--- config.mk ---
export PLATFORM = sky130hd
export DESIGN_NAME = wb_arbiter
export DESIGN_NICKNAME = d
export VERILOG_FILES = /design/src/rtl/wb_arbiter.sv
export SDC_FILE = /design/constraint.sdc
export NUM_CORES = 1
export LEC_CHECK = 0
export BUFFER_PORTS_ARGS = -buffer_cell sky130_fd_sc_hd__clkbuf_2
export CAP_MARGIN = 40
export CELL_PAD_IN_SITES_DETAIL_PLACEMENT = 0
export CELL_PAD_IN_SITES_GLOBAL_PLACEMENT = 2
export CORE_ASPECT_RATIO = 1.75
export CORE_MARGIN = 10
export CORE_UTILIZATION = 39
export DETAILED_ROUTE_END_ITERATION = 10
export PLACE_DENSITY = 0.78
export SYNTH_ARGS = -nofsm -noshare
export SYNTH_HDL_FRONTEND = slang
export SYNTH_SLANG_ARGS = --single-unit
--- constraint.sdc ---
create_clock -name clk -period 3.5 [get_ports clk]
set_input_delay 0.35 -clock clk [delete_from_list [all_inputs] [get_ports clk]]
set_output_delay 0.35 -clock clk [all_outputs]
set_load 0.005 [all_outputs]
--- src/rtl/wb_arbiter.sv ---
`default_nettype none
// ============================================================================
// Module   : wb_arbiter
// Purpose  : Writeback arbiter driving the register file write port. Merges
//            single-cycle ALU results with buffered multi-cycle FP16 results
//            and maintains a per-register pending scoreboard for decode.
// Ports    : clk, reset         - clock (posedge) and sync active-high reset
//            alu_valid/addr/data - ALU result; alu_stall = not accepted
//            fpu_valid/addr/data - FPU result; fpu_ready = FIFO has room
//            issue_valid/addr    - multi-cycle FPU op issued (sets pending)
//            pending             - bit i set while r[i] awaits FPU writeback
//            fifo_count          - FPU result FIFO occupancy
//            wr_en/addr/data     - registered register file write port
// Revision : 1.0 - initial release
// ============================================================================
module wb_arbiter #(
  parameter int DATA_W     = 16,
  parameter int ADDR_W     = 4,
  parameter int FIFO_DEPTH = 4
) (
  input  logic                             clk,
  input  logic                             reset,
  input  logic                             alu_valid,
  input  logic [ADDR_W-1:0]                alu_addr,
  input  logic [DATA_W-1:0]                alu_data,
  output logic                             alu_stall,
  input  logic                             fpu_valid,
  output logic                             fpu_ready,
  input  logic [ADDR_W-1:0]                fpu_addr,
  input  logic [DATA_W-1:0]                fpu_data,
  input  logic                             issue_valid,
  input  logic [ADDR_W-1:0]                issue_addr,
  output logic [(2**ADDR_W)-2:0]           pending,
  output logic [$clog2(FIFO_DEPTH+1)-1:0]  fifo_count,
  output logic                             wr_en,
  output logic [ADDR_W-1:0]                wr_addr,
  output logic [DATA_W-1:0]                wr_data
);

  localparam int                  c_PTR_W   = $clog2(FIFO_DEPTH);
  localparam int                  c_CNT_W   = $clog2(FIFO_DEPTH + 1);
  localparam int                  c_NREG    = (2**ADDR_W) - 1;
  // Highest address aliases the PC and is never written.
  localparam logic [ADDR_W-1:0]   c_PC_ADDR = '1;
  localparam logic [c_CNT_W-1:0]  c_FULL    = c_CNT_W'(FIFO_DEPTH);

  logic [ADDR_W-1:0]  r_mem_addr [FIFO_DEPTH];
  logic [DATA_W-1:0]  r_mem_data [FIFO_DEPTH];
  logic [c_PTR_W-1:0] r_rd_ptr;
  logic [c_PTR_W-1:0] r_wr_ptr;
  logic [c_CNT_W-1:0] r_count;
  logic [c_NREG-1:0]  r_pending;
  logic               r_wr_en;
  logic [ADDR_W-1:0]  r_wr_addr;
  logic [DATA_W-1:0]  r_wr_data;

  logic               w_full;
  logic               w_empty;
  logic               w_push;
  logic               w_pop;
  logic               w_take_alu;
  logic               w_write;
  logic [ADDR_W-1:0]  w_head_addr;
  logic [DATA_W-1:0]  w_head_data;
  logic [ADDR_W-1:0]  w_src_addr;
  logic [DATA_W-1:0]  w_src_data;
  logic [c_NREG-1:0]  w_pending_nxt;

  assign w_full      = (r_count == c_FULL);
  assign w_empty     = (r_count == '0);
  assign w_head_addr = r_mem_addr[r_rd_ptr];
  assign w_head_data = r_mem_data[r_rd_ptr];

  assign fpu_ready   = !reset && !w_full;
  // A full FIFO takes priority so it can always drain and unblock the FPU.
  assign alu_stall   = !reset && w_full && alu_valid;

  assign w_push      = fpu_valid && fpu_ready;
  assign w_pop       = !reset && (w_full || (!alu_valid && !w_empty));
  assign w_take_alu  = !reset && !w_full && alu_valid;

  assign w_src_addr  = w_pop ? w_head_addr : alu_addr;
  assign w_src_data  = w_pop ? w_head_data : alu_data;
  // PC-addressed results are consumed but never reach the register file.
  assign w_write     = (w_pop || w_take_alu) && (w_src_addr != c_PC_ADDR);

  // Clear on FIFO pop, then set on issue so a same-cycle set wins.
  always_comb begin
    w_pending_nxt = r_pending;
    for (int i = 0; i < c_NREG; i++) begin
      w_pending_nxt[i] = (issue_valid && (issue_addr == ADDR_W'(i))) ||
                         (r_pending[i] && !(w_pop && (w_head_addr == ADDR_W'(i))));
    end
  end

  // Storage needs no reset; occupancy is tracked by the pointers and count.
  always_ff @(posedge clk) begin
    if (w_push) begin
      r_mem_addr[r_wr_ptr] <= fpu_addr;
      r_mem_data[r_wr_ptr] <= fpu_data;
    end
  end

  always_ff @(posedge clk) begin
    if (reset) begin
      r_rd_ptr  <= '0;
      r_wr_ptr  <= '0;
      r_count   <= '0;
      r_pending <= '0;
      r_wr_en   <= 1'b0;
      r_wr_addr <= '0;
      r_wr_data <= '0;
    end else begin
      if (w_push) begin
        r_wr_ptr <= r_wr_ptr + 1'b1;
      end
      if (w_pop) begin
        r_rd_ptr <= r_rd_ptr + 1'b1;
      end
      case ({w_push, w_pop})
        2'b10:   r_count <= r_count + 1'b1;
        2'b01:   r_count <= r_count - 1'b1;
        default: r_count <= r_count;
      endcase
      r_pending <= w_pending_nxt;
      r_wr_en   <= w_write;
      if (w_write) begin
        r_wr_addr <= w_src_addr;
        r_wr_data <= w_src_data;
      end
    end
  end

  assign pending    = r_pending;
  assign fifo_count = r_count;
  assign wr_en      = r_wr_en;
  assign wr_addr    = r_wr_addr;
  assign wr_data    = r_wr_data;

endmodule
`default_nettype wire
Word-level counts from Yosys, hierarchy flattened
Memories as Yosys holds them, arrays and structs flattened. A register that Yosys moved wholly into a read port is not among the register bits.
Cells that the tools add are included.
{ "op_classes": {"n_addsub": 4, "n_mux": 9, "n_eq_ne": 32, "reduce_logical": 93} }
{ "op_table": {"columns": ["operator", "n"], "rows": [
  ["$eq A4 B4 Y1 const B", 14],
  ["$logic_and A1 B1 Y1", 53],
  ["$eq A4 B3 Y1 const B", 8],
  ["$logic_not A1 Y1", 19],
  ["$logic_or A1 B1 Y1", 17],
  ["$eq A4 B2 Y1 const B", 4],
  ["$mux W16", 1],
  ["$eq A4 B1 Y1 const B", 2],
  ["$logic_not A4 Y1", 2],
  ["$mux W2", 4],
  ["$pmux W3 S2", 1],
  ["$add A2 B1 Y2 const B", 2],
  ["$mux W4", 1],
  ["$ne A4 B4 Y1 const B", 1],
  ["$add A3 B1 Y3 const B", 1],
  ["$eq A3 B3 Y1 const B", 1],
  ["$logic_not A3 Y1", 1],
  ["$sub A3 B1 Y3 const B", 1],
  ["$eq A2 B1 Y1 const B", 1],
  ["$eq A2 B2 Y1 const B", 1],
  ["$mux W1", 2],
  ["$reduce_bool A2 Y1", 1]
]} }
{ "totals": {"output_inout_bits": 41, "regBits": 43, "wordCells": 147, "in_bits": 49, "ram_bits": 80, "n_memories": 2} }
{ "mem_list": {"columns": ["name", "words", "word_bits", "read_ports", "rd_ports_with_merged_regs", "wr", "line_no", "source"], "rows": [
  ["r_mem_data", 4, 16, 1, 1, 1, "48", "logic [DATA_W-1:0] r_mem_data [FIFO_DEPTH];"],
  ["r_mem_addr", 4, 4, 1, 1, 1, "47", "logic [ADDR_W-1:0] r_mem_addr [FIFO_DEPTH];"]
]} }

Depth between registers and ports, before layout
{ "depth": {"ltp_word": 9, "mapped_depth": 11} }

Least setup slack after synthesis
OpenSTA, ideal clock, no wires.
{ "synth_timing": {"path_kind": "flip-flop to flip-flop", "start": "register r_count[0] (netlist: fifo_count[0])", "end": "register r_count[2] (netlist: fifo_count[2])", "stages_incl_launch_ff": 12, "synth_period_minus_slack_ps": 2499, "path_slack_ps": 1001, "t_arrival_ps": 2429, "n_path_buf": 2, "setup_ps": 70, "t_required_ps": 3430, "path_cell_list": "dfxtp_1 -> o21ai_1 -> buf_2 -> nand2_1 -> buf_2 -> nor2_1 -> ha_1 -> inv_1 -> fa_1 -> xor2_1 -> or3_1 -> a21oi_1"} }
{ "synth_via": {"elab_chain_len": 7, "elab_cells_between_ends": 15, "cone_classes": "add/sub (2); eq/ne (3); mux (1); reduce/logical (9)"} }
{ "synth_lines": {"columns": ["element", "line_no", "source"], "rows": [
  ["start, declared", "51", "logic [c_CNT_W-1:0] r_count;"],
  ["start signal, assigned", "121", "2'b10: r_count <= r_count + 1'b1;"],
  ["start signal, assigned", "122", "2'b01: r_count <= r_count - 1'b1;"],
  ["start signal, assigned", "123", "default: r_count <= r_count;"],
  ["$logic_not A3 Y1", "70", "assign w_empty = (r_count == '0);"],
  ["$logic_not A1 Y1", "79", "assign w_pop = !reset && (w_full || (!alu_valid && !w_empty));"],
  ["$logic_and A1 B1 Y1", "79", null],
  ["$logic_or A1 B1 Y1 *", "79", null],
  ["$logic_and A1 B1 Y1 *", "79", null],
  ["named net w_pop", "60", "logic w_pop;"],
  ["$eq A2 B1 Y1 / $eq A2 B2 Y1 (equally long branches)", "120", "case ({w_push, w_pop})"],
  ["$pmux W3 S2 / $reduce_bool A2 Y1 (equally long branches)", null, null]
]} }
Mark *: on every way through the listed nets, which the timed path passes. The rest lies on a longest branch.
A chain may end at the register's enable or synchronous reset.

==> flow_metrics.py <==
metrics = {
    "worst_setup_path": {
        "cp.required_ps": 3830,
        "end_kind": "flip-flop",
        "crit_path_top_delay_cell": "o31ai_4",
        "crit_buf_inv": 1,
        "cp-start-kind": "flip-flop",
        "crit_chain": "mux4_2 -> nand4_4 -> o31ai_4 -> buf_4 -> mux2i_1",
        "crit_type": "reg2reg",
        "max_stage_delay_ps": 830,
        "worst_ep_arrival_time_ps": 2940,
        "crit_family": "compound AO/OA/AOI/OAI gates",
        "worstPathMaxFanout": 12,
    },
    "sta": {
        "timing.final.crit_share": 0.7439,
        "finalSetupTns_ps": 0,
        "relSlewSlack": 0.3907,
        "fin_skew_ps": 5.740,
        "fin_crit_ps": 2603,
        "setup_viol": 0,
        "grt_setup_unrepaired": "false",
        "finalHoldViolations": 0,
        "tightest_slew_ps": 914.0,
        "drv_slew": 0,
        "fmax_ghz": 0.3841,
    },
    "floorplan": {
        "pin_count": 90,
        "num_rows": 55,
        "dieHeight_um": 173.2,
        "die-area_um2": 18620,
        "fp.dieW_um": 107.5,
        "core-area_um2": 13080,
        "initial_core_util": 0.4000,
    },
    "finish": {
        "n_antenna_cell": 0,
        "area_growth_syn_to_layout_pct": 23.90,
        "drive_above_1_share": 0.3742,
        "postLayoutCoreUtil": 0.4956,
        "fillCellCount": 1171,
        "fin_nets": 515,
    },
    "cts": {
        "clock-sinks": 125,
        "clk_path_buf_depth": 2,
        "clk_pin_slew_ps": 60,
        "cts_root_buf": "clkbuf_16",
        "h-tree-depth": 4,
        "tritoncts": "yes",
        "hold_buffers": 0,
        "post_cts_buffers": 0,
        "cts.repair.resized": 0,
        "numCtsBuffers": 17,
        "clk_latency_ps": 410,
    },
    "yosys": {
        "synthTopCellsByArea": "edfxtp_1, dfxtp_1, mux4_2, mux2i_1, a31o_2",
        "syn_area_per_cell_um2": 14.61,
        "synth_seq_area_share": 0.6316,
        "syn_area_um2": 5230,
        "synth_edf_count": 80,
        "ys_ff_latch": 125,
        "synth-main-ff-cell": "edfxtp_1",
        "yosysMostFrequentCell": "edfxtp_1",
        "yosys_warnings": 0,
        "yosysTopAreaCellShare": 0.4593,
        "synthDistinctLibCells": 46,
        "async_reset_ff_frac": 0,
        "synth_top_cell_by_area": "edfxtp_1",
        "syn-instance-count": 358,
        "syn-num-nets": 413,
        "synth_commonest_cells": "edfxtp_1, dfxtp_1, nand2_1",
    },
    "route": {
        "wl_per_cell_um": 19.34,
        "ant_nets": 0,
        "drc": 0,
        "via_per_inst": 5.199,
        "drtIter0Drc": 146,
        "firstDrtPassIters": 5,
        "wl_um": 12460,
        "vias": 3348,
    },
    "grt": {
        "grt_pass1_vias": 3586,
        "grt_util_all_layers": 0.1367,
        "gr-total-overflow": 0,
        "antenna_found_initial": 0,
        "grt_pass1_wl_um": 19730,
        "grt_max_degree": 50,
    },
    "place": {
        "numPortBuffers": 89,
        "dp_hpwl_um": 9105,
        "place.gp.congestion": 0.7745,
    },
    "hold_path": {
        "hp-class": "in2reg",
    },
    "power": {
        "peakVddDrop_mv": 0.4713,
        "power_leakage_nw": 2.386,
        "powerDensity_nw_per_um2": 736.7,
    },
    "flow_run": {
        "max_cap_violations": 0,
    },
    "outcome": {
        "status": "finished clean",
    },
}
## worst reg2reg max path, cell delays in order (launching register included)
cell and delay, ps:
dfxtp_1 590, mux4_2 390, nand4_4 210, o31ai_4 830, buf_4 330, mux2i_1 200
## cells by family (layout without fill, tap and decap cells)
group / after synthesis / count (layout) / synth area share
AOI/OAI and AO/OA: 76 / 76 / 0.1187
DFF: 125 / 125 / 0.6316
buffers and inverters: 33 / 148 / 0.02942
muxes: 39 / 39 / 0.1211
adders and majority gates: 6 / 6 / 0.01579
xor gates and xnor gates: 5 / 5 / 0.008373
and+or+nand+nor: 74 / 74 / 0.07512
## registers in the layout, summed over array words and instances (netlist names), named ones only
signal and flops:
r_mem_data 64, r_mem_addr 16, wr_data 16, pending 15, wr_addr 4, fifo_count 3, r_rd_ptr 2, r_wr_ptr 2
wr_en 1
## area by class of cell
class / instances / area (um^2) / area share
Sequential cell: 125 / 3303 / 0.5098
Multi-Input combinational cell: 200 / 1777 / 0.2742
Timing Repair Buffer: 104 / 563.0 / 0.08689
Clock buffer: 17 / 425.4 / 0.06565
Tap cell: 171 / 214.0 / 0.03302
Clock inverter: 15 / 152.6 / 0.02356
Inverter: 12 / 45.04 / 0.006951
## path summary, 6_finish.rpt
check,slack (ps),from,cells past startpoint,endpoint
min,160,fpu_data[9],1,r_mem_data[2][9]$_DFFE_PP_
min reg2reg,470,wr_addr[3]$_SDFFE_PP0P_,2,wr_addr[3]$_SDFFE_PP0P_
max reg2reg,900,flip-flop,5,wr_data[14]$_SDFFE_PP0P_
max,900,flip-flop,5,wr_data[14]$_SDFFE_PP0P_
## layout by cell type, fill, tap and decap left out, drive strengths merged, types with 2 or more instances in the layout
master and n:
and2 5, nand3 5, or3 2, nand2b 2
a31o 16, clkbuf 106, and3b 6, buf 15
xor2 4, a21oi 18, nand3b 2, o41ai 2
clkinv 2, inv 22, o31ai 15, nand4 4
nor2b 2, mux2i 19, o21ai 2, mux4 19
ha 5, a2111oi 4, clkinvlp 2, nand2 26
nor2 15, o211ai 16, dfxtp 45, edfxtp 80
## metal layers
layer	part of all wire	vias to the layer above	global-route usage
met4	0.021	0	0.05481
li1	-	1607	-
met1	0.40	1630	0.1487
met5	0	-	0
met3	0.052	16	0.04393
met2	0.53	95	0.2361
## power by group
group / switching (mW) / internal [mW] / leakage [nW] / total, mW
Sequential: 0.121 / 1.74 / 1.10 / 1.86
Clock: 0.693 / 1.00 / 0.279 / 1.70
Combinational: 0.688 / 0.530 / 1.01 / 1.22
Total: 1.50 / 3.27 / 2.39 / 4.77
## metrics by stage
stage               setup slack (ps)  cell area, um^2  std cells  total power, mW  hold slack [ps]
global route                   691.0             6480        644            5.030            142.8
detailed placement             871.4             5897        611            3.128            461.7
finish                         896.5             6480        644            4.774            158.1
CTS                            863.3             6475        643            4.842            138.9
floorplan                       1001             5230        358            2.701            425.3
global placement               683.0             5882        610            3.093            455.9
Power figures use the tool's default switching activity.
